===== config.mk =====
export PLATFORM = sky130hd
export DESIGN_NAME = packet_framer
export DESIGN_NICKNAME = d
export VERILOG_FILES = /design/src/rtl/packet_framer.sv
export SDC_FILE = /design/constraint.sdc
export NUM_CORES = 1
export LEC_CHECK = 0
export ABC_CLOCK_PERIOD_IN_PS = 3900
export CAP_MARGIN = 15
export CORE_UTILIZATION = 46
export DETAILED_ROUTE_END_ITERATION = 10
export PLACE_DENSITY_LB_ADDON = 0.1
export SKIP_CTS_REPAIR_TIMING = 1
export SYNTH_ARGS = -nofsm -noshare
export SYNTH_HDL_FRONTEND = slang
export SYNTH_SLANG_ARGS = --single-unit

===== constraint.sdc =====
create_clock -name clk -period 3.9 [get_ports clk]
set_clock_uncertainty 0.15 [all_clocks]
set_input_delay 0.39 -clock clk [delete_from_list [all_inputs] [get_ports clk]]
set_output_delay 0.39 -clock clk [all_outputs]
set_load 0.01 [all_outputs]

===== src/rtl/packet_framer.sv =====
// Transmit-side packet framer: prepends a header flit to a payload stream and
// meters flits out against downstream buffer credits. Optional: PACKET_FRAMER_SEQ_EN.
module packet_framer #(
  parameter int FLIT_SIZE         = 64,
  parameter int TO_ADDRESS_MSB    = 63,
  parameter int TO_ADDRESS_LSB    = 56,
  parameter int FROM_ADDRESS_MSB  = 55,
  parameter int FROM_ADDRESS_LSB  = 48,
  parameter int PACKET_LENGTH_MSB = 47,
  parameter int PACKET_LENGTH_LSB = 40,
  parameter logic [FROM_ADDRESS_MSB-FROM_ADDRESS_LSB:0] LOCAL_ADDR = '0,
  parameter int CREDITS           = 256
) (
  input  logic                                       clk,
  input  logic                                       rst,
  input  logic                                       cmd_valid,
  output logic                                       cmd_ready,
  input  logic [TO_ADDRESS_MSB-TO_ADDRESS_LSB:0]     cmd_to_addr,
  input  logic [PACKET_LENGTH_MSB-PACKET_LENGTH_LSB:0] cmd_length,
  input  logic [FLIT_SIZE-1:0]                       pay_flit,
  input  logic                                       pay_valid,
  output logic                                       pay_ready,
  output logic [FLIT_SIZE-1:0]                       out_flit,
  output logic                                       out_flit_valid,
  input  logic                                       credit_return,
  output logic [$clog2(CREDITS):0]                   credits,
  output logic                                       busy,
`ifdef PACKET_FRAMER_SEQ_EN
  output logic [7:0]                                 seq_num,
`endif
  output logic                                       err_len
);

  localparam int LEN_W = PACKET_LENGTH_MSB - PACKET_LENGTH_LSB + 1;
  localparam int CW    = $clog2(CREDITS) + 1;

  typedef enum logic [1:0] {IDLE, HEADER, BODY} state_t;

  state_t               state_q;
  logic [CW-1:0]        credits_q, credits_d;
  logic [LEN_W-1:0]     remaining_q;
  logic [FLIT_SIZE-1:0] header_q, header_d;
  logic [FLIT_SIZE-1:0] out_flit_q;
  logic                 out_valid_q;
  logic                 err_len_q;
  logic                 has_credit;
  logic                 cmd_fire;
  logic                 send;
`ifdef PACKET_FRAMER_SEQ_EN
  logic [7:0]           seq_q;
`endif

  always_comb begin
    has_credit = (credits_q != '0);
    cmd_fire   = cmd_valid && (state_q == IDLE);
    send       = has_credit && ((state_q == HEADER) || ((state_q == BODY) && pay_valid));

    // A return arriving with a send cancels out; excess returns at full are dropped.
    credits_d = credits_q;
    if (send && !credit_return) begin
      credits_d = credits_q - 1'b1;
    end else if (!send && credit_return && (credits_q != CW'(CREDITS))) begin
      credits_d = credits_q + 1'b1;
    end

    header_d = '0;
    header_d[TO_ADDRESS_MSB:TO_ADDRESS_LSB]       = cmd_to_addr;
    header_d[FROM_ADDRESS_MSB:FROM_ADDRESS_LSB]   = LOCAL_ADDR;
    header_d[PACKET_LENGTH_MSB:PACKET_LENGTH_LSB] = cmd_length;
`ifdef PACKET_FRAMER_SEQ_EN
    header_d[39:32] = seq_q;
`endif
  end

  always_ff @(posedge clk or negedge rst) begin
    if (!rst) begin
      state_q     <= IDLE;
      credits_q   <= CW'(CREDITS);
      remaining_q <= '0;
      header_q    <= '0;
      out_flit_q  <= '0;
      out_valid_q <= 1'b0;
      err_len_q   <= 1'b0;
`ifdef PACKET_FRAMER_SEQ_EN
      seq_q       <= '0;
`endif
    end else begin
      credits_q   <= credits_d;
      out_valid_q <= 1'b0;
      err_len_q   <= 1'b0;
      case (state_q)
        IDLE: begin
          if (cmd_fire) begin
            if (cmd_length == '0) begin
              err_len_q <= 1'b1;
            end else begin
              header_q    <= header_d;
              remaining_q <= cmd_length - 1'b1;
              state_q     <= HEADER;
`ifdef PACKET_FRAMER_SEQ_EN
              seq_q       <= seq_q + 1'b1;
`endif
            end
          end
        end
        HEADER: begin
          if (has_credit) begin
            out_flit_q  <= header_q;
            out_valid_q <= 1'b1;
            state_q     <= (remaining_q == '0) ? IDLE : BODY;
          end
        end
        BODY: begin
          if (send) begin
            out_flit_q  <= pay_flit;
            out_valid_q <= 1'b1;
            remaining_q <= remaining_q - 1'b1;
            if (remaining_q == LEN_W'(1)) begin
              state_q <= IDLE;
            end
          end
        end
        default: state_q <= IDLE;
      endcase
    end
  end

  assign cmd_ready      = (state_q == IDLE);
  assign pay_ready      = (state_q == BODY) && has_credit;
  assign busy           = (state_q != IDLE);
  assign credits        = credits_q;
  assign out_flit       = out_flit_q;
  assign out_flit_valid = out_valid_q;
  assign err_len        = err_len_q;
`ifdef PACKET_FRAMER_SEQ_EN
  assign seq_num        = seq_q;
`endif

endmodule

# ---- Yosys cells after proc, flatten, opt, wreduce, memory -nomap -nowiden
# Index checks and enable logic that the tools add are counted.
dict set report word_totals {
  register_bits 101
  in_bits 85
  output_inout_bits 78
}
dict set report classes {
  addsub 4
  n_eq_ne 9
  n_mux 22
  bitwise 1
  n_reduce_logical 22
}
# operator count
set ops {}
lappend ops {{64-bit two-way mux} 2}
lappend ops {{64-bit case mux with 2 select lines} 1}
lappend ops {{8-bit two-way mux} 3}
lappend ops {{9-bit two-way mux} 2}
lappend ops {{8-bit zero test} 2}
lappend ops {{8-bit case mux with 2 select lines} 1}
lappend ops {{8-bit by 1-bit subtractor with 8-bit output (second input constant)} 2}
lappend ops {{2-bit two-way mux} 6}
lappend ops {{9-bit by 1-bit adder with 9-bit output (second input constant)} 1}
lappend ops {{9-bit != test (second input constant)} 1}
lappend ops {{9-bit nonzero test} 1}
lappend ops {{9-bit by 1-bit subtractor with 9-bit output (second input constant)} 1}
lappend ops {{8-bit by 1-bit == test with 1-bit output (second input constant)} 1}
lappend ops {{2-bit != test (second input constant)} 4}
lappend ops {{2-bit nonzero test} 4}
lappend ops {{1-bit logical AND} 7}
lappend ops {{2-bit case mux with 3 select lines} 1}
lappend ops {{3-bit AND reduction} 2}
lappend ops {{1-bit two-way mux} 5}
lappend ops {{5-bit AND reduction} 1}
lappend ops {{4-bit AND reduction} 1}
lappend ops {{2-bit by 1-bit == test with 1-bit output (second input constant)} 1}
lappend ops {{2-bit == test (second input constant)} 1}
lappend ops {{1-bit zero test} 2}
lappend ops {{other kinds (5)} 5}

# ---- Depth between registers and ports, before layout
# Gate-level depths: netlist of the first run.
dict set report logic_depth {
  depth_word 9
  ltp_mapped 12
  ltp_nobuf 11
}

# ---- Least setup slack after synthesis of the first run
# OpenSTA, ideal clock, no wires.
dict set report synth_timing {
  path_kind {register to register}
  start {register credits_q[5] (netlist: credits[5])}
  end {register credits_q[6] (netlist: credits[6])}
  setup_time_ps 79
  t_arrival_ps 2981
  setup_slack_ps 689
  path_stages_with_launch 12
  path_buffers 3
  synth_period_minus_slack_ps 3211
  cell_sequence {dfrtp_1 or4_1 buf_6 o31ai_4 buf_2 buf_2 o31ai_1 ha_1 nor2_1 or4b_1 a21oi_1 xor2_1}
}
dict set report synth_via {
  elab_chain_cells 6
}
# item line_no
set synth_lines {}
lappend synth_lines {{start: declaration} 40} ;# logic [CW-1:0] credits_q, credits_d;
lappend synth_lines {{start signal: assignment} 78} ;# credits_q <= CW'(CREDITS);
lappend synth_lines {{start signal: assignment} 88} ;# credits_q <= credits_d;
lappend synth_lines {{branches (longest 6 deep; another with 9-bit by 1-bit adder with 9-bit output)} n/a}
# Parallel ways; which one is timed is not known. The select of a mux whose other input is x is not followed.
# A chain may end at the register's enable or synchronous reset.

# ---- Worst setup path after layout of the first run
dict set report layout_timing {
  start {register state_q[0]}
  end {output pay_ready}
}
dict set report layout_via {
  elab_chain_cells 2
}
# item line_no
set layout_lines {}
lappend layout_lines {{start: declaration} 39} ;# state_t state_q;
lappend layout_lines {{start signal: assignment} 110} ;# state_q <= (remaining_q == '0) ? IDLE : BODY;
lappend layout_lines {{2-bit == test} 129} ;# assign pay_ready = (state_q == BODY) && has_credit;
lappend layout_lines {{1-bit logical AND} 129}
lappend layout_lines {{end: declaration} 22} ;# output logic pay_ready,
# No other way between the ends.

==> impl.org, run 1 <==
** Clock tree
- Clock-pin slew was measured on the worst setup and hold paths at 0.11 ns.
- CTS Root Cell :: clkbuf_8
- Total CTS buffers :: 9
- The clock drives 101 sinks.
- Clock tree from TritonCTS :: built
- Clock latency reported for the late side of the worst-skew pair :: 0.36 ns
- Maximum buffer depth of the clock tree :: 2
- CTS H-Tree Depth :: 3

** STA
- After routing, the total negative slack on setup checks comes to 0 ns.
- Final hold analysis gives a worst-case slack of 0.297 ns.
- Fin crit share :: 84.4%
- Shortest clock period the worst path allows after layout :: 3.29 ns
- Transition at the pin with the smallest max-transition slack :: 1.05 ns
- RSZ-0062 raised after global routing :: no
- Worst slew margin relative to its limit :: 30.0%
- The hold violation count in the final report is 0.
- The number of max-slew violations in the final report came to 0.
- Maximum operating frequency :: 304 MHz
- Finish-stage setup viols :: 0

** Floorplanning
- Ports placed on the boundary :: 163
- Vertical die dimension :: 104 um
- Site row count :: 36
- After floorplanning, the core was sized to cover 0.00991 mm^2.
- Die X :: 104 um
- Effective utilization at floorplan :: 48.3%
- Total die area :: 0.0108 mm^2

** Yosys
- After synthesis, the mean cell area works out to 9.78 um^2.
- Synthesis handed over a netlist of 489 instances.
- Cell type with the largest total area after synthesis :: dfrtp_1
- Of the synthesized area, sequential elements account for 52.9%.
- When the netlist entered floorplanning its net count stood at 583.
- Counting instances in the post-synthesis netlist gives the leading cell types as 121 x nand2_1, 100 x dfrtp_1, 68 x o21ai_0, 18 x mux2_2, 17 x mux2i_1.
- Most common flop cell mapped by yosys :: dfrtp_1
- In this run, synthesis inferred 0 flip-flops with an integrated enable.
- Register bit count reported by yosys :: 101
- Of all flip-flops after synthesis, the portion carrying an async set or reset was 100%.
- Area of the mapped netlist :: 0.00478 mm^2
- The Yosys step of the flow raised 0 warnings.
- Library cell with the highest instance count after synthesis :: nand2_1
- By area the synthesized netlist is led by dfrtp_1 52%, nand2_1 9.5%, o21ai_0 7.1%.
- The top cell type by area accounts for 52.3% of the synthesized area.
- Library cells used by synthesis :: 51

** Placed design
- Post-DP HPWL :: 8240 um
- PortBufs :: 162
- At the end of routability-driven placement, the weighted congestion stood at 0.866.

** Final layout
- For this run, the post-layout net count is 732.
- Fin util :: 67.3%
- Area delta synth->final :: 39.5%
- Share of cells above drive strength 1 :: 8.09%
- 0 antenna diodes ended up in the layout.
- Filler cells :: 811

** GRT
- The number of global-route vias before repair is 3782.
- The first global-routing pass estimated 19400 um of wire.
- The number of antenna violations at the first check in global routing was 0.
- Maximum number of pins on one net before global-route repair :: 131
- Combined global-route utilization of all metal layers :: 22.5%
- Total gr overflow :: 0

** Drt
- Iteration count of the initial detailed-routing pass :: 4
- Iteration-0 DRC Markers :: 216
- After detailed routing, the average wire length per cell comes to 15.1 um.
- Post-detailed-route count of antenna-violating nets :: 0
- Vias per inst :: 5.15
- Via count :: 3994
- The routed design has 11700 um of wire.
- In the routed design, unresolved DRC markers number 0.

** Critical path
- In this run the critical register-to-register path is launched from credits[5]$_DFFE_PN0P_.
- The critical path is of the flip-flop to output port type.
- Signal arrival time at the worst endpoint :: 2.75 ns
- Kind of end point of the critical path :: output port
- Critical path peak fanout :: 76
- CP Data Required Time :: 3.36 ns
- The critical path starts at state_q[0]$_DFFE_PN0P_.
- STA classifies the critical path startpoint as a flip-flop.

** Flow run
- Max-cap violations in this run came to 0.

** Worst hold path
- Hold WC Path Type :: primary input to asynchronous set/reset pin

** Run status
- Status :: complete, no violations

** Power and ir drop
- Peak VDD IR :: 0.499 mV
- Pleak :: 2.79 nW
- PwrDens :: 745 mW/mm^2
- Post-layout power :: 0.00497 W
layer usage:
layer | vias to the layer above | share of wire (%) | track usage [%] | wire, um
met5 | - | 0 | 0 | 0
met4 | 0 | 0.78 | 5.92 | 91
met3 | 7 | 4.9 | 3.95 | 568
met2 | 127 | 48 | 36.0 | 5590
met1 | 1883 | 47 | 31.6 | 5450
li1 | 1977 | - | - | -
area by class of cell:
cell class / instances / area, um^2 / share of cell area [%]
well taps: 133 / 166 / 2.49
repair buffers: 168 / 1670 / 25.0
inverters: 14 / 52.6 / 0.788
flip-flops and latches: 101 / 2530 / 37.9
clock inverters: 6 / 50.0 / 0.750
multi-input cells: 344 / 2070 / 31.0
clock buffers: 10 / 138 / 2.06
placed cells by master, fill, tap and decap left out, types with 2 or more instances in the layout:
cell               n
nand3_1            4
and3_2             2
a222oi_1           4
nor2_1            15
mux2i_1           17
clkbuf_8          10
o21ai_2            2
and3_1             3
buf_4              6
inv_6              3
nand2_1          121
ha_1               8
or4_1              4
a21o_1             5
nand4_1           11
xnor2_1            3
nor4_1             2
clkdlybuf4s50_1  161
and2_1             2
nand4b_1           2
xor2_1            11
a21oi_1            9
dfrtp_1          100
o21ai_0           68
nor3_1             8
mux2_2            18
inv_1             14
power by group:
| group | switching [W] | total, W | internal [W] |
|---|---|---|---|
| Combinational | 0.00122 | 0.00244 | 0.00122 |
| Clock | 0.000388 | 0.000648 | 0.000260 |
| Sequential | 0.000330 | 0.00188 | 0.00155 |
| Total | 0.00194 | 0.00497 | 0.00303 |
sequential cells by signal, summed over array words and instances, names as in the netlist:
| name | flops |
|---|---|
| credits | 9 |
| remaining_q | 8 |
| out_flit | 64 |
| state_q | 2 |
| header_q | 16 |
| err_len | 1 |
| out_flit_valid | 1 |
per-stage QoR:
step	setup WS, ns	std cells	cell area, um^2
floorplan	0.689	489	4780
global placement	0.790	759	6470
detailed placement	0.685	759	6470
CTS	0.559	775	6660
global route	0.321	776	6670
finish	0.609	776	6670
kinds of logic after synthesis:
family | share of synthesized area (%)
buffers and inverters | 4.18
XOR/XNOR | 2.56
flip-flops | 52.9
AO/OA/AOI/OAI | 12.7
adder cells (fa/ha/maj) | 2.35
AND/OR/NAND/NOR | 17.4
multiplexers | 8.03
critical path, stage by stage, from the launching register on:
cell	delay, ns
dfrtp_1	0.41
inv_1	0.12
ha_4	0.15
buf_4	0.65
inv_1	0.33
nor2_1	0.18
clkdlybuf4s50_1	0.55
path summary, 6_finish.rpt:
path	end	slack (ns)	cells past startpoint
worst min-delay path	out_flit[23]$_DFFE_PN0P_	0.30	2
worst min register to register	out_flit[43]$_DFFE_PN0P_	0.34	2
min in group clk	out_flit[43]$_DFFE_PN0P_	0.34	2
max in group asynchronous	out_flit[46]$_DFFE_PN0P_	2.38	3
worst max register to register	remaining_q[2]$_DFFE_PN0P_	0.65	5
worst max-delay path	pay_ready	0.61	6
(Power assumes the default switching activity.)
==> run 2, diff against run 1 <==
Settings changed: ABC_CLOCK_PERIOD_IN_PS 3900 to 2730, CORE_UTILIZATION 46 to 41.
Clock period 3.9 ns to 2.73 ns, I/O delays scaled along.
==> run 2 against run 1 <==
  * Power rose by 54%
  * Setup slack got worse by 0.54 ns
  * Count of clock-buffer cells in the layout rose by 1
  * Critical path depth rose by 2
  * Wire length rose by 5.6%
  * Clock power rose by 87%
  * Core utilization fell by 6.4 points
  * Final area rose by 4.3%
  * Global-route usage fell by 2.0 points
  * Sequential cell count did not move
  * Sequential share of layout area fell by 1.6 points
==> impl.org, run 2 (synthesized netlist as in run 1, its figures left out) <==
** Placed design
- The final RePlAce weighted congestion was 0.822 (-5.1%).
- The setup slack after placement came to 0.00718 ns (-0.678 ns).
- The HPWL reported at the end of detailed placement is 8740 um (+6.0%).
- The count of port buffers added during placement came to 162 (unchanged).

** GRT
- Maximum number of pins on one net before global-route repair :: 72 (-45%)
- Total gr overflow :: 0 (unchanged)
- The wire length of the first global-routing pass came to 19000 um (-2.0%).
- Combined global-route utilization of all metal layers :: 20.5% (-2.0 points)
- Via count of the first global-routing pass :: 3778 (-0.11%)
- Antenna violations before repair :: 0 (unchanged)

** Power and ir drop
- Peak VDD IR :: 0.800 mV (+60%)
- The power density over the cells is 1100 mW/mm^2 (+47%).
- Pleak :: 2.95 nW (+5.7%)

** STA
- Post-route worst hold slack :: 0.325 ns (+0.0287 ns)
- Fin crit share :: 97.6%
- The hold violation count in the final report is 0 (unchanged).
- The worst path needs 2.67 ns of the cycle, external delays included.
- Finish-stage setup viols :: 0 (unchanged)
- The number of max-slew violations in the final report came to 0 (unchanged).
- RSZ-0062 raised after global routing :: yes
- Static timing analysis puts the maximum clock frequency at 375 MHz.
- Setup slack of the critical path after layout :: 0.0642 ns (-0.544 ns)
- The slew at the pin closest to its max-slew limit came to 0.801 ns (-0.249 ns).
- The worst relative slew slack is 46.6% (+17 points).

** Critical path
- In this run the critical register-to-register path is captured at credits[6]$_DFFE_PN0P_.
- The register-to-register setup slack was 0.06 ns (-0.59 ns).
- The maximum fanout along the worst path was 7 (-91%).
- The cell count along the critical path came to 8 (+2).
- STA classifies the critical path endpoint as a flip-flop.
- Worst Path Class, Setup :: flip-flop to flip-flop
- The critical path starts at credits[1]$_DFFE_PN0P_.
- Path depth of the worst reg2reg path :: 8 (+3)
- Signal arrival time at the worst endpoint :: 2.77 ns (+0.02 ns)
- Delay contributed by the slowest stage of the critical path :: 0.61 ns (-0.04 ns)
- Master of the slowest instance on the critical path :: or4_4
- Kind of launch point of the worst setup path :: flip-flop
- The startpoint identified for the worst register-to-register timing path is credits[1]$_DFFE_PN0P_.
- Buffering stage count on the worst path with inverters included :: 0 (-4)
- CP endpoint :: credits[6]$_DFFE_PN0P_
- Broken down by cell family, the worst path's largest delay share belongs to simple AND/OR/NAND/NOR gates.
- Cell breakdown of the critical path :: or4_4 -> o31ai_4 -> o31ai_2 -> ha_2 -> nor2_4 -> or4b_4 -> a21oi_2 -> xor2_1
- The required time at the endpoint of the critical path is 2.84 ns (-0.52 ns).

** Clock tree
- The total number of clock tree sinks came to 101 (unchanged).
- TritonCTS built the clock tree.
- The maximum clock path buffer count was 2 (unchanged).
- The number of clock buffers inserted by TritonCTS is 9 (unchanged).
- CTS placed an instance of clkbuf_16 at the clock tree root.
- The post-CTS clock slew at the launch and capture registers of the worst setup and hold paths is 0.07 ns (-0.04 ns).
- Clock latency reported for the late side of the worst-skew pair :: 0.34 ns (-0.02 ns)
- The count of H-tree levels built during CTS came to 3 (unchanged).

** Floorplanning
- Total die area :: 0.0121 mm^2 (+12%)
- The placement row count came to 39 (+8.3%).
- The starting density of the core came to 41.9% (-6.4 points).
- Ports placed on the boundary :: 163 (unchanged)
- The height of the die is 110 um (+5.8%).
- Placeable core region :: 0.0114 mm^2 (+15%)
- Die X :: 110 um (+5.8%)

** Final layout
- Antenna Cells :: 0 (unchanged)
- Total Nets Final :: 750 (+2.5%)
- Leaving out fill and tap cells, the most frequent cell in the layout is clkdlybuf4s50_1.
- The fraction of layout instances using a drive strength above 1 was 11.8% (+3.7 points).
- Flip-flop count of the largest register, all copies and words added :: 64 (unchanged)
- Commonest cells after routing, fill and taps aside :: 160 x clkdlybuf4s50_1, 121 x nand2_1, 100 x dfrtp_1
- Area delta synth->final :: 45.5%

** Drt
- The count of nets left with antenna violations after detail routing was 0 (unchanged).
- The total number of vias was 4066 (+1.8%).
- DR WL/cell :: 15.4 um (+2.1%)
- Iteration count of the initial detailed-routing pass :: 9 (+5)
- Final wirelength :: 12400 um (+5.6%)
- Vias per inst :: 5.06 (-1.6%)
- Iteration-0 DRC Markers :: 219 (+1.4%)
- The DRC violation count after routing is 0 (unchanged).

** Worst hold path
- Hold WC Path Type :: primary input to asynchronous set/reset pin

** Run status
- Status :: complete, no violations

** Flow run
- Count of maximum capacitance violations :: 0 (unchanged)
## run 2: report_power, final
part / internal, W / switching [W] / total, W
registers: 0.00222 / 0.000394 / 0.00261
logic: 0.00191 / 0.00190 / 0.00381
clock network: 0.000668 / 0.000543 / 0.00121
total: 0.00479 / 0.00284 / 0.00763
## run 2: cell type report
class | instances | area (um^2)
Timing Repair Buffer | 186 | 1820
Sequential cell | 101 | 2530
Clock buffer | 11 | 253
Fill cell | 1013 | 4460
Inverter | 14 | 52.6
Multi-Input combinational cell | 344 | 2100
Tap cell | 143 | 179
Clock inverter | 4 | 31.3
## run 2: worst min path at each step
| stage | to | depth (start not counted) | slack, ns |
|---|---|---|---|
| after global placement | out_flit[18]$_DFFE_PN0P_ | 1 | 0.16 |
| final | out_flit[19]$_DFFE_PN0P_ | 2 | 0.33 |
| after CTS | out_flit[20]$_DFFE_PN0P_ | 1 | -0.21 |
| after detailed placement | out_flit[18]$_DFFE_PN0P_ | 1 | 0.16 |
| after floorplan | credits[0]$_DFFE_PN0P_ | 0 | -0.17 |
| after global routing | out_flit[49]$_DFFE_PN0P_ | 3 | 0.34 |
## run 2: per-stage QoR
step	utilization, %	setup TNS [ns]	cell area [um^2]	std cells	power (W)
final	61.0	0	6960	803	0.00763
after global routing	61.0	-0.0328	6960	803	0.00822
after CTS	60.6	-0.0391	6920	801	0.00768
after detailed placement	58.1	0	6640	786	0.00643
after global placement	58.1	0	6640	786	0.00634
after floorplan	-	-0.327	4820	489	0.00466
## run 2: worst register-to-register path: cells and delay by family (launching register included)
kind	cells	cell delay, ns
AOI/OAI and AO/OA	3	0.51
xor gates and xnor gates	1	0.14
adders and majority gates	1	0.22
DFF	1	0.38
and+or+nand+nor	3	1.19
## run 2: per-layer routing
metal | track usage [%] | wire, um
met3 | 4.06 | 700
met5 | 0 | 0
met1 | 27.5 | 5570
met4 | 5.81 | 186
met2 | 33.8 | 5910
